[src/rtl/dot_product_3x3_if.sv]
// Host-side word stream and product output of the 3x3 matrix-product engine.
// The host drives the phase select and load words, and the engine returns products and the slot index.
interface dot_product_3x3_if;
    logic        data_RW;
    logic [31:0] in;
    logic [31:0] out;
    logic [3:0]  sel_wire;

    modport master (
        output data_RW,
        output in,
        input  out,
        input  sel_wire
    );

    modport slave (
        input  data_RW,
        input  in,
        output out,
        output sel_wire
    );
endinterface

[src/rtl/dot_product_3x3.sv]
// Two-phase 3x3 unsigned matrix-product engine. It loads nine packed A/B element pairs,
// then emits the elements of C = A x B in row-major order, one per clock.
module dot_product_3x3 (
    input logic              clk,
    input logic              reset,
    dot_product_3x3_if.slave bus
);
    localparam logic [3:0] LAST_SLOT = 4'd8;

    logic [31:0] slot_q [9];
    logic [31:0] slot_d [9];
    logic [3:0]  cnt_q;
    logic [3:0]  cnt_d;
    logic        mode_q;
    logic        mode_d;
    logic [31:0] out_q;
    logic [31:0] out_d;

    logic [3:0]  cur_s;
    logic [1:0]  row_s;
    logic [1:0]  col_s;
    logic [15:0] a0_s, a1_s, a2_s;
    logic [15:0] b0_s, b1_s, b2_s;
    logic [31:0] dot_s;

    function automatic logic [31:0] mul16(input logic [15:0] a, input logic [15:0] b);
        return {16'd0, a} * {16'd0, b};
    endfunction

    // Slot used by this edge; a phase change restarts the count at zero.
    always_comb begin
        cur_s = cnt_q;
        if (bus.data_RW != mode_q) begin
            cur_s = 4'd0;
        end else begin
            cur_s = cnt_q;
        end
    end

    // Decode the slot index into the row and column of C.
    always_comb begin
        row_s = 2'd0;
        col_s = 2'd0;
        case (cur_s)
            4'd0:    begin row_s = 2'd0; col_s = 2'd0; end
            4'd1:    begin row_s = 2'd0; col_s = 2'd1; end
            4'd2:    begin row_s = 2'd0; col_s = 2'd2; end
            4'd3:    begin row_s = 2'd1; col_s = 2'd0; end
            4'd4:    begin row_s = 2'd1; col_s = 2'd1; end
            4'd5:    begin row_s = 2'd1; col_s = 2'd2; end
            4'd6:    begin row_s = 2'd2; col_s = 2'd0; end
            4'd7:    begin row_s = 2'd2; col_s = 2'd1; end
            4'd8:    begin row_s = 2'd2; col_s = 2'd2; end
            default: begin row_s = 2'd0; col_s = 2'd0; end
        endcase
    end

    // Pick row i of A (low halves) and column j of B (high halves), then form the dot product.
    always_comb begin
        a0_s = 16'd0; a1_s = 16'd0; a2_s = 16'd0;
        b0_s = 16'd0; b1_s = 16'd0; b2_s = 16'd0;
        case (row_s)
            2'd0:    begin a0_s = slot_q[0][15:0]; a1_s = slot_q[1][15:0]; a2_s = slot_q[2][15:0]; end
            2'd1:    begin a0_s = slot_q[3][15:0]; a1_s = slot_q[4][15:0]; a2_s = slot_q[5][15:0]; end
            2'd2:    begin a0_s = slot_q[6][15:0]; a1_s = slot_q[7][15:0]; a2_s = slot_q[8][15:0]; end
            default: begin a0_s = 16'd0;           a1_s = 16'd0;           a2_s = 16'd0;           end
        endcase
        case (col_s)
            2'd0:    begin b0_s = slot_q[0][31:16]; b1_s = slot_q[3][31:16]; b2_s = slot_q[6][31:16]; end
            2'd1:    begin b0_s = slot_q[1][31:16]; b1_s = slot_q[4][31:16]; b2_s = slot_q[7][31:16]; end
            2'd2:    begin b0_s = slot_q[2][31:16]; b1_s = slot_q[5][31:16]; b2_s = slot_q[8][31:16]; end
            default: begin b0_s = 16'd0;            b1_s = 16'd0;            b2_s = 16'd0;            end
        endcase
        dot_s = mul16(a0_s, b0_s) + mul16(a1_s, b1_s) + mul16(a2_s, b2_s);
    end

    // Next-state: write the slot during load, register the product during compute.
    always_comb begin
        mode_d = bus.data_RW;
        cnt_d  = 4'd0;
        out_d  = out_q;
        if (cur_s >= LAST_SLOT) begin
            cnt_d = 4'd0;
        end else begin
            cnt_d = cur_s + 4'd1;
        end
        for (int s = 0; s < 9; s++) begin
            if (bus.data_RW && (cur_s == s[3:0])) begin
                slot_d[s] = bus.in;
            end else begin
                slot_d[s] = slot_q[s];
            end
        end
        if (bus.data_RW) begin
            out_d = out_q;
        end else begin
            out_d = dot_s;
        end
    end

    // State registers; reset leaves the block in load phase with empty storage.
    always_ff @(posedge clk or negedge reset) begin
        if (!reset) begin
            cnt_q  <= 4'd0;
            mode_q <= 1'b1;
            out_q  <= 32'd0;
            for (int s = 0; s < 9; s++) begin
                slot_q[s] <= 32'd0;
            end
        end else begin
            cnt_q  <= cnt_d;
            mode_q <= mode_d;
            out_q  <= out_d;
            for (int s = 0; s < 9; s++) begin
                slot_q[s] <= slot_d[s];
            end
        end
    end

    assign bus.out      = out_q;
    assign bus.sel_wire = cnt_q;
endmodule

[src/flat_wrapper.sv]
// flat-port wrapper written by rule: the top's interface ports become plain ports
module dot_product_3x3_flat 
  (clk, reset, bus_data_RW, bus_in, bus_out, bus_sel_wire);
  dot_product_3x3_if bus_i ();
  input logic clk;
  input logic reset;
  input wire logic [$bits(bus_i.data_RW)-1:0] bus_data_RW;
  input wire logic [$bits(bus_i.in)-1:0] bus_in;
  output wire logic [$bits(bus_i.out)-1:0] bus_out;
  output wire logic [$bits(bus_i.sel_wire)-1:0] bus_sel_wire;
  assign bus_i.data_RW = bus_data_RW;
  assign bus_i.in = bus_in;
  assign bus_out = bus_i.out;
  assign bus_sel_wire = bus_i.sel_wire;
  dot_product_3x3 u_core (.clk(clk), .reset(reset), .bus(bus_i));
endmodule
[config.mk]
export PLATFORM = sky130hd
export DESIGN_NAME = dot_product_3x3_flat
export DESIGN_NICKNAME = d
export VERILOG_FILES = /design/src/rtl/dot_product_3x3_if.sv /design/src/rtl/dot_product_3x3.sv /design/src/flat_wrapper.sv
export SDC_FILE = /design/constraint.sdc
export NUM_CORES = 2
export LEC_CHECK = 0
export ABC_AREA = 1
export ABC_CLOCK_PERIOD_IN_PS = 11800
export BUFFER_PORTS_ARGS = -buffer_cell sky130_fd_sc_hd__buf_2
export CELL_PAD_IN_SITES_DETAIL_PLACEMENT = 0
export CELL_PAD_IN_SITES_GLOBAL_PLACEMENT = 1
export CORE_MARGIN = 2
export CORE_UTILIZATION = 45
export CTS_CLUSTER_SIZE = 10
export DETAILED_ROUTE_END_ITERATION = 7
export PLACE_DENSITY_LB_ADDON = 0.05
export SYNTH_ARGS = -nofsm -noshare
export SYNTH_HDL_FRONTEND = slang
export SYNTH_SLANG_ARGS = --single-unit
[constraint.sdc]
create_clock -name clk -period 11.8 [get_ports clk]
set_input_delay 2.36 -clock clk [delete_from_list [all_inputs] [get_ports clk]]
set_output_delay 2.36 -clock clk [all_outputs]
set_load 0.05 [all_outputs]
# After elaboration in Yosys (flattened, before gate mapping)
# Memories as Yosys holds them, arrays and structs flattened.
# Index checks and enable logic that the tools add are counted.
[totals]
ff_bits = 325
rom_bits = 64
in_bits = 35
out_inout_bits = 36
wordCells = 53
memories = 1
[op_classes]
add_sub_neg = 3
multipliers = 3
order_cmp = 1
eq_ne = 13
n_mux = 8
n_reduce_logical = 12
[memory_table]
columns = ["memory", "depth", "word_bits", "read_ports", "rd_ports_with_merged_regs", "wr", "line", "rtl"]
rows = [
  ["(no name shown)", 16, 4, 1, 0, 0, "dot_product_3x3.sv:44", "case (cur_s)"],
]
[ops]
columns = ["cell", "n"]
rows = [
  ["$pmux W16 S3", 6],
  ["$mul A16 B16 Y32", 3],
  ["$add A32 B32 Y32", 2],
  ["$eq A4 B3 Y1 const B", 4],
  ["$logic_and A1 B1 Y1", 9],
  ["$eq A4 B2 Y1 const B", 2],
  ["$mux W4", 2],
  ["$add A4 B1 Y4 const B", 1],
  ["$eq A2 B1 Y1 const B", 2],
  ["$eq A2 B2 Y1 const B", 2],
  ["$eq A4 B1 Y1 const B", 1],
  ["$eq A4 B4 Y1 const B", 1],
  ["$ge A4 B4 Y1 const B", 1],
  ["$logic_not A2 Y1", 2],
  ["$logic_not A4 Y1", 1],
  ["$ne A1 B1 Y1", 1],
]

# Longest topological paths before layout
# An unclocked memory read counts as a cell.
[logic_depth]
depth_word = 8
depth_mapped = 47
depth_no_buf = 44

# Worst setup path after synthesis
# OpenSTA, ideal clock, no wires.
[synth_path]
path_type = "input port to flip-flop"
startpoint = "input bus_data_RW"
endpoint = "register u_core.out_q[17], in the netlist u_core.bus.out[17]"
setup_time_ns = 0.118
arrival_time_ns = 10.060
t_required_ns = 11.682
path_slack_ns = 1.622
path_stages = 41
path_buffers = 4
path_cell_list = "buf_6 nand2_2 nand2_4 inv_2 nand2_1 inv_1 ha_1 inv_1 nand2_1 nand3_2 nor2_2 buf_4 buf_6 nand2_1 nand3_2 buf_2 nand2_1 fa_1 [... 5 more ...] fa_1 inv_1 fa_1 fa_1 fa_1 inv_1 fa_1 inv_1 ha_1 nand2_1 inv_1 a21oi_1 nand3_1 nand2_1 nand2_1 or2_2 nand3_1 nand2_1"
[synth_via]
elab_chain_cells = 8
[synth_lines]
columns = ["item", "line", "rtl"]
rows = [
  ["start, declared", "flat_wrapper.sv:7", "input wire logic [$bits(bus_i.data_RW)-1:0] bus_data_RW;"],
  ["$ne A1 B1 Y1", "dot_product_3x3.sv:33", "if (bus.data_RW != mode_q) begin"],
  ["$mux W4", "dot_product_3x3.sv:33", ""],
  ["$mem_v2 Z16 W4", "--", ""],
  ["$eq A2 B2 Y1 (tied with other cells)", "dot_product_3x3.sv:62", "case (row_s)"],
  ["$pmux W16 S3, on equally long branches", "dot_product_3x3.sv:62, dot_product_3x3.sv:68", ""],
  ["$mul A16 B16 Y32", "dot_product_3x3.sv:27", "return {16'd0, a} * {16'd0, b};"],
  ["$add A32 B32 Y32 (2 in series)", "dot_product_3x3.sv:74", "dot_s = mul16(a0_s, b0_s) + mul16(a1_s, b1_s) + mul16(a2_s, b2_s);"],
  ["end signal, assigned", "dot_product_3x3.sv:113", "out_q <= out_d;"],
  ["end, declared", "dot_product_3x3.sv:16", "logic [31:0] out_q;"],
]
# Parallel ways exist; a longest one is shown, timed or not.
# A chain may end at the register's enable or synchronous reset.

# Worst setup path in the final report
[layout_path]
startpoint = "input bus_data_RW"
endpoint = "register u_core.out_q[26], in the netlist u_core.bus.out[26]"
# The elaborated chain is that of the path after synthesis.

==> flow_metrics.tcl <==
set metrics [dict create \
    required_ns 12.27 \
    first_pass_iters 6 \
    endpoint_kind "register" \
    status "finished clean" \
    cp-startpoint "bus_data_RW" \
    dieArea_sq_um 94060 \
    cts_resized 0 \
    grt_max_degree 166 \
    finalHoldViolations 0 \
    clk_pin_slew_ns 0.05 \
    grt_pass1_wl_mm 195.9 \
    async_flop_share_pct 100.0 \
    place.gp.congestion 0.9042 \
    finalSetupTns_ns 0 \
    die_width_microns 306.7 \
    numClockSinks 325 \
    clock_latency_ns 0.59 \
    die_h_microns 306.7 \
    path_max_fanout 52 \
    post_layout_nonfiller_instances 6314 \
    worstSetupStartpointType "input port" \
    synth_edf_count 0 \
    area_growth_pct 7.748 \
    ctsHoldBuffers 0 \
    syn_area_per_cell_sq_um 8.147 \
    hp-start "u_core.bus.out[5]" \
    cts_buffers 41 \
    hold_slack_ns 0.4726 \
    grt.overflow.total 0 \
    cts_tree "done" \
    num_vias 30870 \
    setup_viol 0 \
    arrival_ns 11.35 \
    dr_wl_met2_mm 52.70 \
    max_freq_mhz 91.91 \
    antenna_found_initial 1 \
    initial_utilization_pct 45.18 \
    max-clock-path-buffers 3 \
    hpwl_mm 101.1 \
    skew_ns 0.03426 \
    drive_gt1_share_pct 6.591 \
    cp_slowest_cell "fa_1" \
    wl_mm 123.8 \
    reg2reg_slack_ns 2.35 \
    htree_levels 2 \
    grt_pass1_vias 31680 \
    io_pins 71 \
    min_period_over_period_pct 92.21 \
    max_cap_violations 0 \
    synth_top_flop_cell "dfrtp_1" \
    syn-num-nets 6070 \
    maxSlewHeadroom_pct 33.81 \
    ys_seq_area_share_pct 19.73 \
    track_usage_pct 27.71 \
    cts_root_buf "clkbuf_16" \
    final_cell_mix "nand2_1 (1,503), inv_1 (1,367), fa_1 (700)" \
    synth-seq-cells 325 \
    ys.warnings.count 0 \
    diodes 0 \
    grt_setup_unrepaired "false" \
    syn_area_sq_um 41230 \
    nFillCells 9105 \
    layout_commonest_cell "nand2_1" \
    drc_errors 0 \
    wl_per_cell_microns 19.61 \
    antenna_left 0 \
    drt_iter0_markers 2431 \
    r2r-start "u_core.mode_q" \
    wl_met1_mm 59.02 \
    drv_slew 0 \
    period_needed_ns 10.88 \
    critPathMaxStageDelay_ns 0.61 \
    layout_setup_ws_ns 0.9196 \
    met3_length_mm 8.610 \
    numPortBuffers 70 \
    crit_type "input port to register" \
    post_cts_buffers 0 \
    finalNetCount 6118 \
    synthCells 5061 \
    avgViaCountPerCell 4.889 \
    core-area_sq_um 91250 \
    crit_top_cell "fa_1" \
    synth_cell_types 35 \
    worstMarginPinSlew_ns 0.9929 \
    dp_slack_ns 0.4163 \
    hp-class "register to register" \
    rows 111 \
    routed.top_layer "met4" \
    placed_cells 6252 \
]
-- cells by family after synthesis --
family / after synthesis / synth area share (%)
adders and majority gates: 974 / 42.30
xor gates and xnor gates: 5 / 0.1062
DFF: 325 / 19.73
and+or+nand+nor: 1838 / 18.38
AOI/OAI and AO/OA: 345 / 4.243
buffers and inverters: 1574 / 15.24
-- Yosys cell counts, types with 10 or more instances --
library cell | number | area (sq um)
nand2_1 | 1511 | 5672
inv_1 | 1367 | 5131
fa_1 | 700 | 14010
dfrtp_1 | 324 | 8108
o21ai_0 | 308 | 1541
ha_1 | 274 | 3428
nand3_1 | 199 | 996.0
buf_4 | 68 | 510.5
buf_2 | 61 | 305.3
clkbuf_1 | 60 | 225.2
nand3_2 | 47 | 470.5
nor2_1 | 46 | 172.7
a21oi_1 | 28 | 140.1
inv_2 | 10 | 37.54
nand4_1 | 10 | 62.56
-- metrics by stage --
step | instance area (sq um) | utilization, %
after floorplan | 41230 | -
after global placement | 43180 | 47.33
after detailed placement | 43180 | 47.33
after CTS | 44420 | 48.69
after global routing | 44420 | 48.69
final | 44420 | 48.69
-- critical path, delay by kind of cell --
kind	cells	cell delay (ns)
adder cells (fa/ha/maj)	11	5.35
buffers and inverters	13	1.63
AND/OR/NAND/NOR	16	1.92
-- layout make-up --
cell class                      count  area, sq um  area share (%)
Multi-Input combinational cell   3162        26870           60.49
Sequential cell                   325         8134           18.31
Inverter                         1377         5169           11.63
Timing Repair Buffer              202         1526           3.436
Tap cell                         1186         1484           3.340
Clock buffer                       53         1091           2.456
Clock inverter                      9        148.9          0.3352
-- registers in the layout, summed over array words and instances, names as in the netlist --
name	flops
u_core.mode_q	1
u_core.bus.sel_wire	4
u_core.bus.out	32
u_core.slot_q	288
-- per-layer routing --
metal / global-route usage (%) / vias up
met5: 0 / -
met4: 7.342 / 0
met3: 5.610 / 120
met2: 40.84 / 751
met1: 41.50 / 15330
li1: - / 14670
-- final timing paths --
kind / to / cells after the start
worst max-delay path: u_core.bus.out[26] / 40
worst min-delay path: u_core.bus.out[5] / 2
worst max register to register: u_core.bus.out[26] / 36
worst min register to register: u_core.bus.out[5] / 2
max in group asynchronous: u_core.slot_q[126] / 2
min in group asynchronous: u_core.bus.sel_wire[1] / 1
Power is left out: the tool's default activity adds up to more than one toggle a clock period on the data nets, which glitch-free logic cannot reach.
